[src/rtl/node_seq_mac.sv]
// Time-multiplexed float32 neuron: one multiplier and one adder fold N_IN
// streamed inputs against a loadable weight file, add the bias, apply ACT.

module float_mult (
  input  logic [31:0] a,
  input  logic [31:0] b,
  output logic [31:0] y
);
  logic              sign;
  logic [7:0]        ea, eb;
  logic [22:0]       fa, fb;
  logic [47:0]       prod;
  logic [22:0]       mant;
  logic              g, st;
  logic [23:0]       mant_r;
  logic signed [9:0] e, e_r;

  assign sign     = a[31] ^ b[31];
  assign {ea, fa} = a[30:0];
  assign {eb, fb} = b[30:0];
  assign prod     = {1'b1, fa} * {1'b1, fb};

  always_comb begin
    // NOTE: combinational logic uses blocking '=' and assigns every output on
    // every path; a missed branch would infer a latch.
    if (prod[47]) begin
      mant = prod[46:24];
      g    = prod[23];
      st   = |prod[22:0];
    end else begin
      mant = prod[45:23];
      g    = prod[22];
      st   = |prod[21:0];
    end
    mant_r = {1'b0, mant} + {23'd0, g & (st | mant[0])};
    e      = $signed({2'b00, ea}) + $signed({2'b00, eb})
           + $signed({9'd0, prod[47]}) - 10'sd127;
    e_r    = e + $signed({9'd0, mant_r[23]});

    // Denormal inputs are treated as zero; underflow flushes to signed zero.
    if ((ea == 8'hFF && fa != '0) || (eb == 8'hFF && fb != '0) ||
        (ea == 8'hFF && eb == 8'h00) || (eb == 8'hFF && ea == 8'h00))
      y = 32'h7FC0_0000;
    else if (ea == 8'hFF || eb == 8'hFF) y = {sign, 8'hFF, 23'd0};
    else if (ea == 8'h00 || eb == 8'h00) y = {sign, 31'd0};
    else if (e_r >= 10'sd255)            y = {sign, 8'hFF, 23'd0};
    else if (e_r <= 10'sd0)              y = {sign, 31'd0};
    else                                 y = {sign, e_r[7:0], mant_r[22:0]};
  end
endmodule

module float_adder (
  input  logic [31:0] a,
  input  logic [31:0] b,
  output logic [31:0] y
);
  logic              sa, sb, sx, a_big, sticky, up;
  logic [7:0]        ea, eb, ex, ey, d;
  logic [22:0]       fa, fb;
  logic [26:0]       mx, my, sm, sm_s;
  logic [27:0]       sum;
  logic [4:0]        p, shift;
  logic [25:0]       norm;
  logic [23:0]       mant_r;
  logic signed [9:0] e, e_r;

  assign {sa, ea, fa} = a;
  assign {sb, eb, fb} = b;

  always_comb begin
    a_big = {ea, fa} >= {eb, fb};
    sx    = a_big ? sa : sb;
    ex    = a_big ? ea : eb;
    ey    = a_big ? eb : ea;
    mx    = a_big ? {1'b1, fa, 3'b000} : {1'b1, fb, 3'b000};
    my    = a_big ? {1'b1, fb, 3'b000} : {1'b1, fa, 3'b000};
    d     = ex - ey;
    if (d >= 8'd27) begin
      sm     = '0;
      sticky = 1'b1;
    end else begin
      sm     = my >> d;
      sticky = |(my & ((27'd1 << d) - 27'd1));
    end
    sm_s = sm | {26'd0, sticky};
    sum  = (sa == sb) ? {1'b0, mx} + {1'b0, sm_s} : {1'b0, mx} - {1'b0, sm_s};

    p = '0;
    for (int i = 0; i < 27; i++)
      if (sum[i]) p = 5'(i);
    shift = 5'd26 - p;

    // The hidden bit is dropped from norm; bits [2:0] are guard/round/sticky.
    if (sum[27]) begin
      norm = {sum[26:2], sum[1] | sum[0]};
      e    = $signed({2'b00, ex}) + 10'sd1;
    end else begin
      norm = sum[25:0] << shift;
      e    = $signed({2'b00, ex}) - $signed({5'd0, shift});
    end
    up     = norm[2] & ((|norm[1:0]) | norm[3]);
    mant_r = {1'b0, norm[25:3]} + {23'd0, up};
    e_r    = e + $signed({9'd0, mant_r[23]});

    if ((ea == 8'hFF && fa != '0) || (eb == 8'hFF && fb != '0) ||
        (ea == 8'hFF && eb == 8'hFF && sa != sb))
      y = 32'h7FC0_0000;
    else if (ea == 8'hFF)                 y = a;
    else if (eb == 8'hFF)                 y = b;
    else if (ea == 8'h00 && eb == 8'h00)  y = {sa & sb, 31'd0};
    else if (ea == 8'h00)                 y = b;
    else if (eb == 8'h00)                 y = a;
    else if (sum == '0)                   y = 32'd0;
    else if (e_r >= 10'sd255)             y = {sx, 8'hFF, 23'd0};
    else if (e_r <= 10'sd0)               y = {sx, 31'd0};
    else                                  y = {sx, e_r[7:0], mant_r[22:0]};
  end
endmodule

module node_seq_mac #(
  parameter int N_IN = 30,
  parameter int ACT  = 1,
  parameter int AW   = $clog2(N_IN + 1)
) (
  input  logic          clk,
  input  logic          rst,
  input  logic          w_we,
  input  logic [AW-1:0] w_addr,
  input  logic [31:0]   w_data,
  output logic          w_err,
  input  logic          in_valid,
  output logic          in_ready,
  input  logic [31:0]   in_data,
  output logic          out_valid,
  input  logic          out_ready,
  output logic [31:0]   out_data,
  output logic          busy
);
  localparam logic [AW-1:0] LAST_K    = AW'(N_IN - 1);
  localparam logic [AW-1:0] BIAS_ADDR = AW'(N_IN);

  typedef enum logic [1:0] {IDLE, ACC, BIAS, HOLD} state_t;

  state_t        state;
  logic [AW-1:0] k;
  logic [31:0]   acc, bias;
  logic [31:0]   w_mem [N_IN];
  logic [31:0]   prod, add_b, sum;
  logic          accept;

  assign in_ready = (state == IDLE) || (state == ACC);
  assign busy     = (state != IDLE);
  assign accept   = in_valid && in_ready;
  // The single adder folds in products while accumulating and the bias at the end.
  assign add_b    = (state == BIAS) ? bias : prod;

  float_mult  u_mult (.a(in_data), .b(w_mem[k]), .y(prod));
  float_adder u_add  (.a(acc),     .b(add_b),    .y(sum));

  always_ff @(posedge clk or posedge rst) begin
    if (rst) begin
      state     <= IDLE;
      k         <= '0;
      acc       <= '0;
      bias      <= '0;
      out_data  <= '0;
      out_valid <= 1'b0;
      w_err     <= 1'b0;
      // NOTE: the weight file is a register array cleared on reset, so it
      // cannot map onto RAM macros; a reset always demands a host reload.
      for (int i = 0; i < N_IN; i++) w_mem[i] <= '0;
    end else begin
      w_err <= 1'b0;
      if (w_we) begin
        if (state == IDLE && w_addr <= BIAS_ADDR) begin
          if (w_addr == BIAS_ADDR) bias <= w_data;
          else                     w_mem[w_addr] <= w_data;
        end else begin
          w_err <= 1'b1;
        end
      end

      case (state)
        IDLE: if (accept) begin
          acc   <= prod;
          k     <= (N_IN == 1) ? '0 : AW'(1);
          state <= (N_IN == 1) ? BIAS : ACC;
        end
        ACC: if (accept) begin
          acc <= sum;
          if (k == LAST_K) begin
            k     <= '0;
            state <= BIAS;
          end else begin
            k <= k + AW'(1);
          end
        end
        BIAS: begin
          out_data  <= (ACT == 1 && sum[31]) ? 32'd0 : sum;
          out_valid <= 1'b1;
          state     <= HOLD;
        end
        HOLD: if (out_ready) begin
          out_valid <= 1'b0;
          state     <= IDLE;
        end
        default: state <= IDLE;
      endcase
    end
  end
endmodule
[config.mk]
export PLATFORM = sky130hd
export DESIGN_NAME = node_seq_mac
export DESIGN_NICKNAME = d
export VERILOG_FILES = /design/src/rtl/node_seq_mac.sv
export SDC_FILE = /design/constraint.sdc
export NUM_CORES = 2
export LEC_CHECK = 0
export ABC_AREA = 0
export ABC_CLOCK_PERIOD_IN_PS = 41200
export CAP_MARGIN = 25
export CORE_AREA = 10 10 464 376
export CTS_CLUSTER_SIZE = 14
export DETAILED_ROUTE_END_ITERATION = 10
export DIE_AREA = 0 0 474 386
export DONT_BUFFER_PORTS = 1
export PLACE_DENSITY = 0.66
export SYNTH_ARGS = -nofsm -noshare
export SYNTH_HDL_FRONTEND = slang
export SYNTH_SLANG_ARGS = --single-unit
[constraint.sdc]
create_clock -name clk -period 41.2 [get_ports clk]
set_input_delay 4.12 -clock clk [delete_from_list [all_inputs] [get_ports clk]]
set_output_delay 4.12 -clock clk [all_outputs]
set_load 0.01 [all_outputs]
==> summary.md <==
| Metric | Value |
|---|---|
| Outcome | `finished clean` |
| CTS H-tree lvls | `3` |
| # DRC | `0` |
| Post-Syn Area | `a little over 80000 um^2` |
| Pre-Repair DR Iteration Count | `6` |
| Total wire length | `approximately 280000 um` |
| Syn_area_per_cell | `around 11 um^2` |
| Net count, final | `about 8300` |
| Setup TNS | `0 ps` |
| Fin crit share | `between 90% and 100%` |
| Worst setup SP type | `flip-flop` |
| HP Start | `w_mem[827]$_DFFE_PP0P_` |
| Fin. max-slew vios | `0` |
| Setup bufs post-CTS | `0` |
| Dpl hpwl | `approximately 200000 um` |
| PostCTS Resize Cnt | `0` |
| Core Rows | `134` |
| Number of synthesized flops with an enable pin | `0` |
| Worst Max-Slew Pin Slew | `1175 ps` |
| Initial DRC count | `6954` |
| Worst Setup SP | `k[1]$_DFFE_PP0P_` |
| Post-route setup slack | `3342 ps` |
| Critical Path AT | `around 38000 ps` |
| Chip Height | `approximately 390 um` |
| Vias/cell | `between 6 and 7` |
| Final hold viol count | `0` |
| First-pass GRT wire length | `around 430000 um` |
| Max stage delay on crit path | `1030 ps` |
| Final instance area | `slightly below 90000 um^2` |
| I/O Pins | `110` |
| Largest net degree at the start of global routing | `165` |
| Place WS | `4323 ps` |
| Reg2reg start | `k[1]$_DFFE_PP0P_` |
| Core Util, Final | `a little over half` |
| Initial Utilization | `49.58%` |
| Post-route ant nets | `0` |
| Final GP Congestion | `a little under 1` |
| Vias in the first global route | `64328` |
| Total gr overflow | `0` |
| Global-route usage over all layers | `roughly 30%` |
| CTS tree | `done` |
| Layout cells sized above 1 | `23.46%` |
| Req. time, crit path | `~42000 ps` |
| Die Area | `183000 um^2` |
| Filler cell count | `14523` |
| Seq/Total Area, Yosys | `32.49%` |
| Wire length per cell | `about 29 um` |
| Clk_lat worst skew | `approximately 700 ps` |
| Fin Clk Skew | `between 30 and 40 ps` |
| Final setup fails | `0` |
| Area growth syn-to-layout | `6.927%` |
| Post-Synthesis Cells | `around 7800` |
| Routed vias | `approximately 64000` |
| Reg clk slew, reported paths | `70 ps` |
| Unrepaired setup endpoints after global routing | `false` |
| Total CTS buffers | `about 100` |
| FF+latch count, synth | `between 1000 and 1500` |
| Antenna violations before repair | `9` |
| Syn nets | `8614` |
| Setup crit end kind | `flip-flop` |
| Number of synthesis warnings | `0` |
| Crit path buffers/inverters | `13` |
| Most frequent cells in the layout | `1062 x mux2_2, 1059 x dfrtp_1, 729 x nand2_1, 703 x inv_1, 486 x fa_1` |
| Worst hold path type | `reg -> reg` |
| Slew headroom | `21.52%` |
| Die width | `around 470 um` |
| Most numerous cell on the critical path | `fa_1` |
| Max-cap check violation count | `0` |
| Minimum clock period | `between 30000 and 40000 ps` |
| Post-synth ARST share | `between 90% and 100%` |
| Placed instance area | `approximately 84000 um^2` |
| Core ar. | `~170000 um^2` |
| Worst path slowest cell | `dfrtp_4` |
| Port Buf Inserts | `0` |
| Root buf cell | `clkbuf_16` |
| Fmax | `0.02641 GHz` |
| Clock Path Buffers | `3` |
| Critical path class | `reg -> reg` |
| Critical path peak fanout | `52` |
| Synth cell types | `between 100 and 150` |
| Cts hold-fix bufs | `0` |
| CTS sink count | `roughly 1100` |
| Largest delay contributor family on the critical path | `simple AND/OR/NAND/NOR gates` |
| Dominant synthesized flop cell | `dfrtp_1` |
| Commonest non-fill, non-tap cell in the layout | `mux2_2` |
## cell families after synthesis
family | count (synthesis) | share of synthesized area, %
simple gates | 1915 | 11.43
compound gates | 1309 | 11.24
buf+inv | 1262 | 6.096
flops | 1064 | 32.49
mux | 1367 | 21.50
fa+ha+maj | 746 | 15.84
other cells | 1 | 0.004576
xor+xnor | 130 | 1.398
## registers in the layout (all words and copies together), names as in the netlist
signal     cells
bias          32
acc           32
w_mem        960
k              5
out_data      31
state          2
w_err          1
out_valid      1
## worst paths after layout
check / endpoint / slack [ps] / cells past startpoint
worst max-delay path: acc[6]$_DFFE_PP0P_ / 3340 / 113
worst min-delay path: w_mem[827]$_DFFE_PP0P_ / 500 / 1
worst max register to register: acc[6]$_DFFE_PP0P_ / 3340 / 113
worst min register to register: w_mem[827]$_DFFE_PP0P_ / 500 / 1
max in group asynchronous: w_mem[799]$_DFFE_PP0P_ / 33430 / 8
min in group asynchronous: w_mem[137]$_DFFE_PP0P_ / 3380 / 1
## layer usage
metal  GRT usage [%]  routed length, um  vias up
li1                -                  -    26950
met1           44.18             123400    33054
met2           46.54             125100     3031
met3           6.088              25980      463
met4           7.862               7398        4
met5               0                 27        -
## through the flow
stage          instances  hold WS, ps
2_1_floorplan       7794        472.1
3_3_place_gp        9575        481.4
6_report            9775        499.7
3_5_place_dp        9578        487.2
5_1_grt             9772        506.3
4_1_cts             9767        501.0
## layout make-up
| cell class | count | area [um^2] | share of cell area, % |
|---|---|---|---|
| antenna | 3 | 7.507 | 0.008567 |
| clock buffer | 146 | 3062 | 3.494 |
| clock inverter | 43 | 604.3 | 0.6896 |
| inverter | 717 | 2699 | 3.080 |
| multi-input combinational | 5468 | 50580 | 57.72 |
| sequential | 1064 | 26640 | 30.40 |
| tap | 2176 | 2723 | 3.107 |
| timing repair buffer | 158 | 1319 | 1.505 |
## Yosys cell counts (all sizes together), types with 23 or more instances
cell / count / share of area, %
o21ai: 245 / 1.5
o2111ai: 23 / 0.27
dfrtp: 1064 / 32
a21oi: 273 / 1.7
o22ai: 52 / 0.41
xnor2: 81 / 0.87
o2bb2ai: 32 / 0.34
o21a: 44 / 0.40
xor2: 49 / 0.52
nand2b: 30 / 0.24
a31oi: 44 / 0.34
nand4: 69 / 0.56
a221oi: 50 / 0.56
a21o: 56 / 0.51
ha: 260 / 4.0
mux4: 207 / 5.7
o31ai: 41 / 0.39
mux2: 1065 / 15
clkbuf: 369 / 1.7
nor2: 378 / 1.7
a211oi: 69 / 0.68
buf: 176 / 1.1
a21boi: 26 / 0.24
o211ai: 62 / 0.60
and3: 97 / 0.75
inv: 710 / 3.3
and2: 159 / 1.2
nand2: 743 / 3.4
fa: 486 / 12
mux2i: 95 / 1.2
nor3: 106 / 0.72
nand3: 113 / 0.72
nor4: 56 / 0.52
a22oi: 48 / 0.45
or3: 28 / 0.21
Power is not shown: default switching activity piles up to over one toggle a cycle in this logic, so the estimate is an artifact.
